===== config.mk =====
export PLATFORM = sky130hd
export DESIGN_NAME = alu_sequencer_flat
export DESIGN_NICKNAME = d
export VERILOG_FILES = /design/src/rtl/alu_seq_pkg.sv /design/src/rtl/alu_sequencer_if.sv /design/src/rtl/sync_edge_det.sv /design/src/rtl/alu_sequencer.sv /design/src/flat_wrapper.sv
export SDC_FILE = /design/constraint.sdc
export NUM_CORES = 1
export LEC_CHECK = 0
export BUFFER_PORTS_ARGS = -buffer_cell sky130_fd_sc_hd__buf_4
export CAP_MARGIN = 20
export CORE_UTILIZATION = 55
export CTS_CLUSTER_SIZE = 8
export DETAILED_ROUTE_END_ITERATION = 10
export PLACE_DENSITY = 0.94
export SYNTH_ARGS = -nofsm -noshare
export SYNTH_HDL_FRONTEND = slang
export SYNTH_SLANG_ARGS = --single-unit
export TNS_END_PERCENT = 1

===== constraint.sdc =====
create_clock -name clk -period 4.8 [get_ports clk]
set_clock_uncertainty 0.15 [all_clocks]
set_input_delay 0.24 -clock clk [delete_from_list [all_inputs] [get_ports clk]]
set_output_delay 0.24 -clock clk [all_outputs]
set_load 0.005 [all_outputs]

===== src/rtl/alu_seq_pkg.sv =====
// Shared types and defaults for the ALU sequencer: state encoding and widths.
package alu_seq_pkg;
  localparam int DATA_W_DEF = 8;
  localparam int OP_W_DEF   = 4;
  localparam int STATE_W    = 3;

  typedef enum logic [STATE_W-1:0] {
    S_LOAD_A = 3'd0,
    S_LOAD_B = 3'd1,
    S_READY  = 3'd2,
    S_EXEC   = 3'd3,
    S_SHOW   = 3'd4
  } state_e;
endpackage


===== src/rtl/alu_sequencer_if.sv =====
// Operator/ALU-facing bus of the sequencer; master is the sequencer, slave the surroundings.
interface alu_sequencer_if #(
  parameter int DATA_W = 8,
  parameter int OP_W   = 4
);
  import alu_seq_pkg::*;

  logic                go;
  logic [DATA_W-1:0]   data_in;
  logic [OP_W-1:0]     op_sel;
  logic [DATA_W-1:0]   alu_result;
  logic                alu_done;
  logic                alu_start;
  logic [OP_W-1:0]     alu_op;
  logic [DATA_W-1:0]   a_reg;
  logic [DATA_W-1:0]   b_reg;
  logic [DATA_W-1:0]   y_reg;
  logic                y_valid;
  logic                err;
  logic [STATE_W-1:0]  state_o;

  modport master (
    input  go, data_in, op_sel, alu_result, alu_done,
    output alu_start, alu_op, a_reg, b_reg, y_reg, y_valid, err, state_o
  );

  modport slave (
    output go, data_in, op_sel, alu_result, alu_done,
    input  alu_start, alu_op, a_reg, b_reg, y_reg, y_valid, err, state_o
  );
endinterface


===== src/rtl/sync_edge_det.sv =====
// Multi-flop synchronizer for an asynchronous level, followed by a registered
// rising-edge detector producing a one-cycle pulse.
module sync_edge_det #(
  parameter int SYNC_STAGES = 2
) (
  input  logic clk,
  input  logic reset,
  input  logic d,
  output logic pulse
);
  // [SYNC_STAGES-1:0] is the synchronizer, the top bit holds the previous synced value
  logic [SYNC_STAGES:0] sync_pipe;

  always_ff @(posedge clk or negedge reset) begin
    if (!reset) begin
      sync_pipe <= '0;
      pulse     <= 1'b0;
    end else begin
      sync_pipe <= {sync_pipe[SYNC_STAGES-1:0], d};
      pulse     <= sync_pipe[SYNC_STAGES-1] & ~sync_pipe[SYNC_STAGES];
    end
  end
endmodule


===== src/rtl/alu_sequencer.sv =====
// Button-driven sequencer: load A, load B, launch ALU with start/done + timeout, show Y.
// Optional accumulator chaining when ALU_SEQ_ACCUM_EN is defined.
module alu_sequencer
  import alu_seq_pkg::*;
#(
  parameter int DATA_W      = DATA_W_DEF,
  parameter int OP_W        = OP_W_DEF,
  parameter int TIMEOUT     = 15,
  parameter int SYNC_STAGES = 2
) (
  input  logic             clk,
  input  logic             reset,
  alu_sequencer_if.master  bus
);
  state_e            state, nxt;
  logic              press;
  logic              tmo;
  logic [7:0]        cnt;
  logic [DATA_W-1:0] a_q, b_q, y_q;
  logic [OP_W-1:0]   op_q;
  logic              yv_q, err_q;

  sync_edge_det #(.SYNC_STAGES(SYNC_STAGES)) u_go (
    .clk   (clk),
    .reset (reset),
    .d     (bus.go),
    .pulse (press)
  );

  assign tmo = (cnt == 8'(TIMEOUT));

  always_ff @(posedge clk or negedge reset) begin
    if (!reset) state <= S_LOAD_A;
    else        state <= nxt;
  end

  always_comb begin
    nxt = state;
    unique case (state)
      S_LOAD_A: if (press) nxt = S_LOAD_B;
      S_LOAD_B: if (press) nxt = S_READY;
      S_READY:  if (press) nxt = S_EXEC;
      // done has priority over the timeout in the same cycle
      S_EXEC:   if (bus.alu_done || tmo) nxt = S_SHOW;
      S_SHOW: begin
`ifdef ALU_SEQ_ACCUM_EN
        if (press) nxt = err_q ? S_LOAD_A : S_LOAD_B;
`else
        if (press) nxt = S_LOAD_A;
`endif
      end
      default:  nxt = S_LOAD_A;
    endcase
  end

  // cnt is cleared at launch and only advances in EXEC, so cnt==0 marks the first EXEC cycle
  always_comb begin
    bus.alu_start = (state == S_EXEC) && (cnt == 8'd0);
    bus.state_o   = state;
    bus.alu_op    = op_q;
    bus.a_reg     = a_q;
    bus.b_reg     = b_q;
    bus.y_reg     = y_q;
    bus.y_valid   = yv_q;
    bus.err       = err_q;
  end

  always_ff @(posedge clk or negedge reset) begin
    if (!reset) begin
      a_q   <= '0;
      b_q   <= '0;
      y_q   <= '0;
      op_q  <= '0;
      cnt   <= '0;
      yv_q  <= 1'b0;
      err_q <= 1'b0;
    end else begin
      case (state)
        S_LOAD_A: if (press) begin
          a_q   <= bus.data_in;
          yv_q  <= 1'b0;
          err_q <= 1'b0;
        end
        S_LOAD_B: if (press) b_q <= bus.data_in;
        S_READY: if (press) begin
          op_q <= bus.op_sel;
          cnt  <= '0;
        end
        S_EXEC: begin
          if (bus.alu_done) begin
            y_q  <= bus.alu_result;
            yv_q <= 1'b1;
`ifdef ALU_SEQ_ACCUM_EN
            a_q  <= bus.alu_result;
`endif
          end else if (tmo) begin
            y_q   <= '0;
            yv_q  <= 1'b0;
            err_q <= 1'b1;
          end else begin
            cnt <= cnt + 8'd1;
          end
        end
        default: ;
      endcase
    end
  end
endmodule


===== src/flat_wrapper.sv =====
// flat-port wrapper written by rule: the top's interface ports become plain ports
module alu_sequencer_flat import alu_seq_pkg::*;
#(
  parameter int DATA_W      = DATA_W_DEF,
  parameter int OP_W        = OP_W_DEF,
  parameter int TIMEOUT     = 15,
  parameter int SYNC_STAGES = 2
)
  (clk, reset, bus_go, bus_data_in, bus_op_sel, bus_alu_result, bus_alu_done, bus_alu_start, bus_alu_op, bus_a_reg, bus_b_reg, bus_y_reg, bus_y_valid, bus_err, bus_state_o);
  alu_sequencer_if #(.DATA_W(DATA_W), .OP_W(OP_W)) bus_i ();
  input  logic clk;
  input  logic reset;
  input wire logic [$bits(bus_i.go)-1:0] bus_go;
  input wire logic [$bits(bus_i.data_in)-1:0] bus_data_in;
  input wire logic [$bits(bus_i.op_sel)-1:0] bus_op_sel;
  input wire logic [$bits(bus_i.alu_result)-1:0] bus_alu_result;
  input wire logic [$bits(bus_i.alu_done)-1:0] bus_alu_done;
  output wire logic [$bits(bus_i.alu_start)-1:0] bus_alu_start;
  output wire logic [$bits(bus_i.alu_op)-1:0] bus_alu_op;
  output wire logic [$bits(bus_i.a_reg)-1:0] bus_a_reg;
  output wire logic [$bits(bus_i.b_reg)-1:0] bus_b_reg;
  output wire logic [$bits(bus_i.y_reg)-1:0] bus_y_reg;
  output wire logic [$bits(bus_i.y_valid)-1:0] bus_y_valid;
  output wire logic [$bits(bus_i.err)-1:0] bus_err;
  output wire logic [$bits(bus_i.state_o)-1:0] bus_state_o;
  assign bus_i.go = bus_go;
  assign bus_i.data_in = bus_data_in;
  assign bus_i.op_sel = bus_op_sel;
  assign bus_i.alu_result = bus_alu_result;
  assign bus_i.alu_done = bus_alu_done;
  assign bus_alu_start = bus_i.alu_start;
  assign bus_alu_op = bus_i.alu_op;
  assign bus_a_reg = bus_i.a_reg;
  assign bus_b_reg = bus_i.b_reg;
  assign bus_y_reg = bus_i.y_reg;
  assign bus_y_valid = bus_i.y_valid;
  assign bus_err = bus_i.err;
  assign bus_state_o = bus_i.state_o;
  alu_sequencer #(.DATA_W(DATA_W), .OP_W(OP_W), .TIMEOUT(TIMEOUT), .SYNC_STAGES(SYNC_STAGES)) u_core (.clk(clk), .reset(reset), .bus(bus_i));
endmodule

# [Word-level counts from Yosys, hierarchy flattened]
# Cells that the tools add are included.
# Widths: inputs -> output; s select.
[totals] regBits=45 latchBits=0 elab_cells=61 n_memories=0 ramBits=0 input_bits=24 romBits=0 out_inout_bits=34
[classes] shift=0 bitwise_logic=2 n_reduce_logical=15 magnitude_cmp=0 multipliers=0 div=0 eq_ne=14 n_addsub=1 n_mux=19
[ops] op="$mux 8" n=5
[ops] op="$pmux 8 s2" n=1
[ops] op="$mux 3" n=5
[ops] op="$pmux 3 s5" n=1
[ops] op="$ne 2x2->1 const B" n=6
[ops] op="$add 8x1->8 const B" n=1
[ops] op="$eq 8x4->1 const B" n=1
[ops] op="$logic_not 8->1" n=1
[ops] op="$reduce_and 2->1" n=4
[ops] op="$reduce_and 4->1" n=2
[ops] op="$eq 3x2->1 const B" n=2
[ops] op="$reduce_bool 2->1" n=3
[ops] op="$mux 1" n=5
[ops] op="$reduce_and 5->1" n=1
[ops] op="$ne 2x1->1 const B" n=2
[ops] op="$pmux 1 s2" n=2
[ops] op="$eq 3x1->1 const B" n=1
[ops] op="$eq 3x3->1 const B" n=1
[ops] op="$logic_not 3->1" n=1
[ops] op="$ne 3x2->1 const B" n=1
[ops] op="$reduce_and 3->1" n=1
[ops] op="$and 1x1->1" n=1
[ops] op="$logic_and 1x1->1" n=1
[ops] op="$logic_or 1x1->1" n=1
[ops] op="$not 1->1" n=1

# [Depth between registers and ports, before layout]
[logic_depth] ltp_word=4 depth_mapped=7 mapped_depth_nobuf=5

# [Cells and area by module]
# Synthesis repeated with hierarchy kept, for this count alone.
[hier_totals] cells_unflattened=169 hier_area_um2=2025.7
[by_module_without_submodules] module="alu_sequencer" n_inst=1 cells_per_inst=164 seq_area_each_um2=1026.0 area_per_inst_um2=1911.8
[by_module_without_submodules] module="sync_edge_det" n_inst=1 cells_per_inst=5 seq_area_each_um2=100.1 area_per_inst_um2=113.9

# [Worst setup path before layout]
# Ideal clock, no wire load.
[synth_timing] path_type="reg-to-reg" from="reg u_core.cnt[0]" to="reg u_core.cnt[7]" synth_period_minus_slack_ps=1822 stages_incl_launch_ff=7 required_time_ps=4530 n_path_buf=1 path_slack_ps=2978 setup_time_ps=120 t_arrival_ps=1552 cell_sequence="dfrtp_1 > ha_1 > and3_1 > buf_6 > a211oi_1 > a21oi_1 > a31o_2"
[synth_via] elab_chain_cells=4 elab_cells_between_ends=7 classes_between="add/sub: 1; eq/ne: 2; mux: 3; reduce/logical: 1"
[synth_rtl] element="start: declaration" line="alu_sequencer.sv:18" text="logic [7:0] cnt;"
[synth_rtl] element="start signal: assignment" line="alu_sequencer.sv:101" text="cnt <= cnt + 8'd1;"
[synth_rtl] element="$add 8x1->8" line="alu_sequencer.sv:101"
[synth_rtl] element="$mux 8" line="alu_sequencer.sv:96" text="end else if (tmo) begin"
[synth_rtl] element="$mux 8" line="alu_sequencer.sv:90" text="if (bus.alu_done) begin"
[synth_rtl] element="$pmux 8 s2" line="alu_sequencer.sv:78" text="case (state)"
# Parallel ways exist; a longest one is shown, timed or not. The select of a mux whose other input is x is not followed.
# A chain may end at the register's enable or synchronous reset.

# [Worst setup path in the final report]
[layout_timing] from="reg u_core.state[1], in the netlist u_core.bus.state_o[1]" to="out bus_alu_start"
[layout_via] elab_chain_cells=2
[layout_rtl] element="start: declaration" line="alu_sequencer.sv:15" text="state_e state, nxt;"
[layout_rtl] element="start signal: assignment" line="alu_sequencer.sv:34" text="else state <= nxt;"
[layout_rtl] element="$eq 3x2->1" line="alu_sequencer.sv:58" text="bus.alu_start = (state == S_EXEC) && (cnt == 8'd0);"
[layout_rtl] element="$logic_and 1x1->1" line="alu_sequencer.sv:58"
[layout_rtl] element="end: declaration" line="flat_wrapper.sv:18" text="output wire logic [$bits(bus_i.alu_start)-1:0] bus_alu_start;"
# No other way between the ends.

==> PnR_summary.wiki <==
{| class="wikitable"
! Metric !! Value
|-
| Outcome || completed
|-
| CTS tree || built
|-
| Sequential share of the synthesized area || 0.5587
|-
| Die area || 3911 sq um
|-
| Routed WL per cell || 16.41 microns
|-
| Max-slew headroom at the worst pin || 0.5867
|-
| Instance area at placement || 2420 sq um
|-
| Remaining routing DRC violations || 0
|-
| Number of iterations in the first detailed-routing pass || 4
|-
| Kind of critical path || flop to output pin
|-
| Standard-cell row count || 21
|-
| Crit path buffers/inverters || 1
|-
| DR iter-0 viols || 78
|-
| Number of clock sinks || 45
|-
| Combined global-route utilization of all metal layers || 0.2627
|-
| Type of the tightest min-delay check || input port to flop
|-
| Length in cells of the worst reg-to-reg path || 5
|-
| Final HPWL DP || 2839 microns
|-
| Number of global-route vias before repair || 1,530
|-
| Library cells used by synthesis || 46
|-
| Actual slew at the worst max-slew pin || 0.6174 ns
|-
| Total CTS buffers || 5
|-
| Most frequent standard cell in the layout excluding fill and tap cells || sky130_fd_sc_hd__buf_4
|-
| Ports || 58
|-
| Maximum number of pins on one net before global-route repair || 46
|-
| Req. time, crit path || 4.41 ns
|-
| Reported leakage power || 1.296 nW
|-
| Die boundary width || 62.54 microns
|-
| Antenna diode count || 0
|-
| Number of hold-slack violations in the final timing report || 0
|-
| Initial antenna violation count || 0
|-
| Number of antenna-violating nets in the routed design || 0
|-
| Commonest cells after routing, fill and taps aside || 57 x sky130_fd_sc_hd__buf_4, 45 x sky130_fd_sc_hd__dfrtp_1, 23 x sky130_fd_sc_hd__nand2_1, 22 x sky130_fd_sc_hd__dlygate4sd3_1, 16 x sky130_fd_sc_hd__mux2_2
|-
| Max Buffers Root-to-Sink || 2
|-
| Maximum clock rate || 0.4643 GHz
|-
| Instance count after placement with tap cells included || 250
|-
| Gate count after technology mapping || 156
|-
| Endpoint of the worst register-to-register path || u_core.cnt[7]
|-
| Internal reg-to-reg setup slack || 2.84 ns
|-
| Clock tree root driver cell || sky130_fd_sc_hd__clkbuf_4
|-
| Area added between synthesis and finish || 33.95%
|-
| Worst hold path endpoint || u_core.bus.err
|-
| Areal power density over the cells || 527.1 nW/um^2
|-
| Post-Route WL || 4596 microns
|-
| Floorplan core area || 3416 sq um
|-
| Utilization after layout || 0.7905
|-
| Critical-path cell list || and3b_4 -> and4_2 -> buf_4
|-
| Minimum period implied by the final worst setup slack || 2.154 ns
|-
| Worst Path Arrival || 1.76 ns
|-
| Finish-stage setup viols || 0
|-
| Gate family responsible for the most delay along the worst path || flip-flops
|-
| Post-CTS Setup Inserts || 0
|-
| Number of flip-flops and latches in the synthesized netlist || 45
|-
| Global route total overflow || 0
|-
| Startpoint class of the critical path || flop
|-
| Number of gates given a new drive strength after cts || 0
|-
| Global-route wire length before repair || 7693 microns
|-
| GP Congestion || 0.8959
|-
| Crit path capture type || output pin
|-
| Finished Cell Area || 2700 sq um
|-
| Filler cell count || 186
|-
| Layout cells sized above 1 || 0.4274
|-
| Number of vias per cell || 5.371
|-
| Delay of the slowest critical-path stage || 0.71 ns
|-
| Met1 global-route usage || 0.3488
|-
| Worst hold path startpoint || bus_alu_done
|-
| Post-Syn Area || 2016 sq um
|-
| Total negative slack || 0 ns
|-
| VDD IR-drop max || 373.2 uV
|-
| Critical path fanouts, max || 11
|-
| Slowest-stage cell, CP || sky130_fd_sc_hd__dfrtp_1
|-
| Number of cells on the worst hold path || 3
|-
| Layer with the highest usage after global routing || met2
|-
| Synthesized Nets || 182
|-
| Met2 demand-to-capacity share in global routing || 0.4171
|-
| Yosys warns || 0
|-
| Overall die height || 62.54 microns
|-
| # H-tree levels || 2
|-
| Clock Latency Late Sink || 0.36 ns
|-
| Met3 track demand over resource || 0.07664
|-
| Total via count in the routed design || 1,504
|-
| Number of violations of the max-capacitance limit || 0
|-
| Number of hold-repair buffers added at the cts stage || 22
|-
| Cell Count, Final, Fillers Out || 280
|-
| Max-slew violations || 0
|-
| Mean instance size in the synthesized netlist || 12.92 sq um
|-
| Initial Util || 0.5901
|-
| Period Utilization, post-route || 0.4487
|-
| Clock transition at the register clock pins on the worst setup and hold paths after CTS || 0.15 ns
|-
| RSZ-0062 raised after global routing || no
|-
| Post-layout worst setup margin || 2.646 ns
|-
| Count of nets after finishing || 259
|-
| Number of port buffers || 57
|-
| Worst flop-to-flop path startpoint || u_core.cnt[0]
|-
| Setup slack after placement || 2.888 ns
|}
metal layers:
layer  up-vias  routed length [microns]  share of wire
met2        46                     2365           0.51
li1        702                        -              -
met1       748                     1910           0.42
met4         0                       69          0.015
met5         -                        0              0
met3         8                      251          0.055
final cells by class:
cell class                 count  area [sq um]  share of cell area
tap                           46         57.56             0.02132
clock inverter                 3         22.52            0.008341
inverter                       5         18.77            0.006951
clock buffer                   5         37.54             0.01390
multi-input combinational     97         789.5              0.2924
sequential                    45          1126              0.4171
timing repair buffer          79         648.1              0.2400
through the flow:
stage | total power [W] | hold WS, ns
6_report | 0.001423 | 0.06842
5_1_grt | 0.001517 | 0.07256
4_1_cts | 0.001409 | 0.05724
3_5_place_dp | 0.001216 | 0.1166
3_3_place_gp | 0.001192 | 0.1218
2_1_floorplan | 0.0009548 | -0.2056
how the worst max path moves through the flow:
stage                     slack, ns                   from  cells after the start                  end
after global routing           2.55  u_core.bus.state_o[1]                      3        bus_alu_start
after global placement         2.94  u_core.bus.state_o[1]                      2  u_core.bus.a_reg[5]
final                          2.65  u_core.bus.state_o[1]                      3        bus_alu_start
after CTS                      2.68          u_core.cnt[4]                      3        bus_alu_start
after floorplan                2.98          u_core.cnt[0]                      6        u_core.cnt[7]
after detailed placement       2.89          u_core.cnt[0]                      5        u_core.cnt[7]
cell families after synthesis:
family | share of synthesized area
DFF | 0.5587
adders and majority gates | 0.01241
xor gates and xnor gates | 0.008692
buffers and inverters | 0.04966
AOI/OAI and AO/OA | 0.09560
and+or+nand+nor | 0.1657
muxes | 0.1092
power breakdown:
group	internal (W)	switching, W	leakage (nW)	total, W
logic	0.000346	0.000212	0.700	0.000558
clock network	0.0000582	0.000128	0.0352	0.000186
registers	0.000530	0.000149	0.560	0.000679
worst reg2reg max path, cell delays in order (launching register included):
cell                       delay [ns]
sky130_fd_sc_hd__dfrtp_1         0.44
sky130_fd_sc_hd__ha_1            0.24
sky130_fd_sc_hd__and3_1          0.28
sky130_fd_sc_hd__a211oi_1        0.44
sky130_fd_sc_hd__a21oi_1         0.11
sky130_fd_sc_hd__a31o_2          0.22
synthesized netlist by cell type (all sizes together):
cell type	number	area, sq um
nor2	7	26.28
a31o	1	8.760
and3	1	6.260
and4	2	18.77
o41ai	1	8.760
clkbuf	4	45.04
a2111oi	1	15.01
nand2b	1	13.76
nor4b	1	23.77
nor2b	1	6.260
nor4	1	21.27
ha	2	25.02
and2b	1	7.510
nand2	23	86.33
nand3	1	5.000
xnor2	1	8.760
o21bai	1	7.510
and2	2	13.77
o21ai	1	5.000
a211oi	1	7.510
a311oi	1	8.760
xor2	1	8.760
buf	5	36.28
mux2i	4	40.04
nor3	2	21.27
mux2	16	180.2
inv	5	18.77
a22o	9	88.84
o21a	1	7.510
a21oi	5	28.78
nand4bb	2	38.79
dfrtp	45	1126
or2	1	6.260
nand4b	2	17.52
a31oi	1	6.260
and3b	2	21.27
No activity file was read; power rests on OpenSTA's default activity.
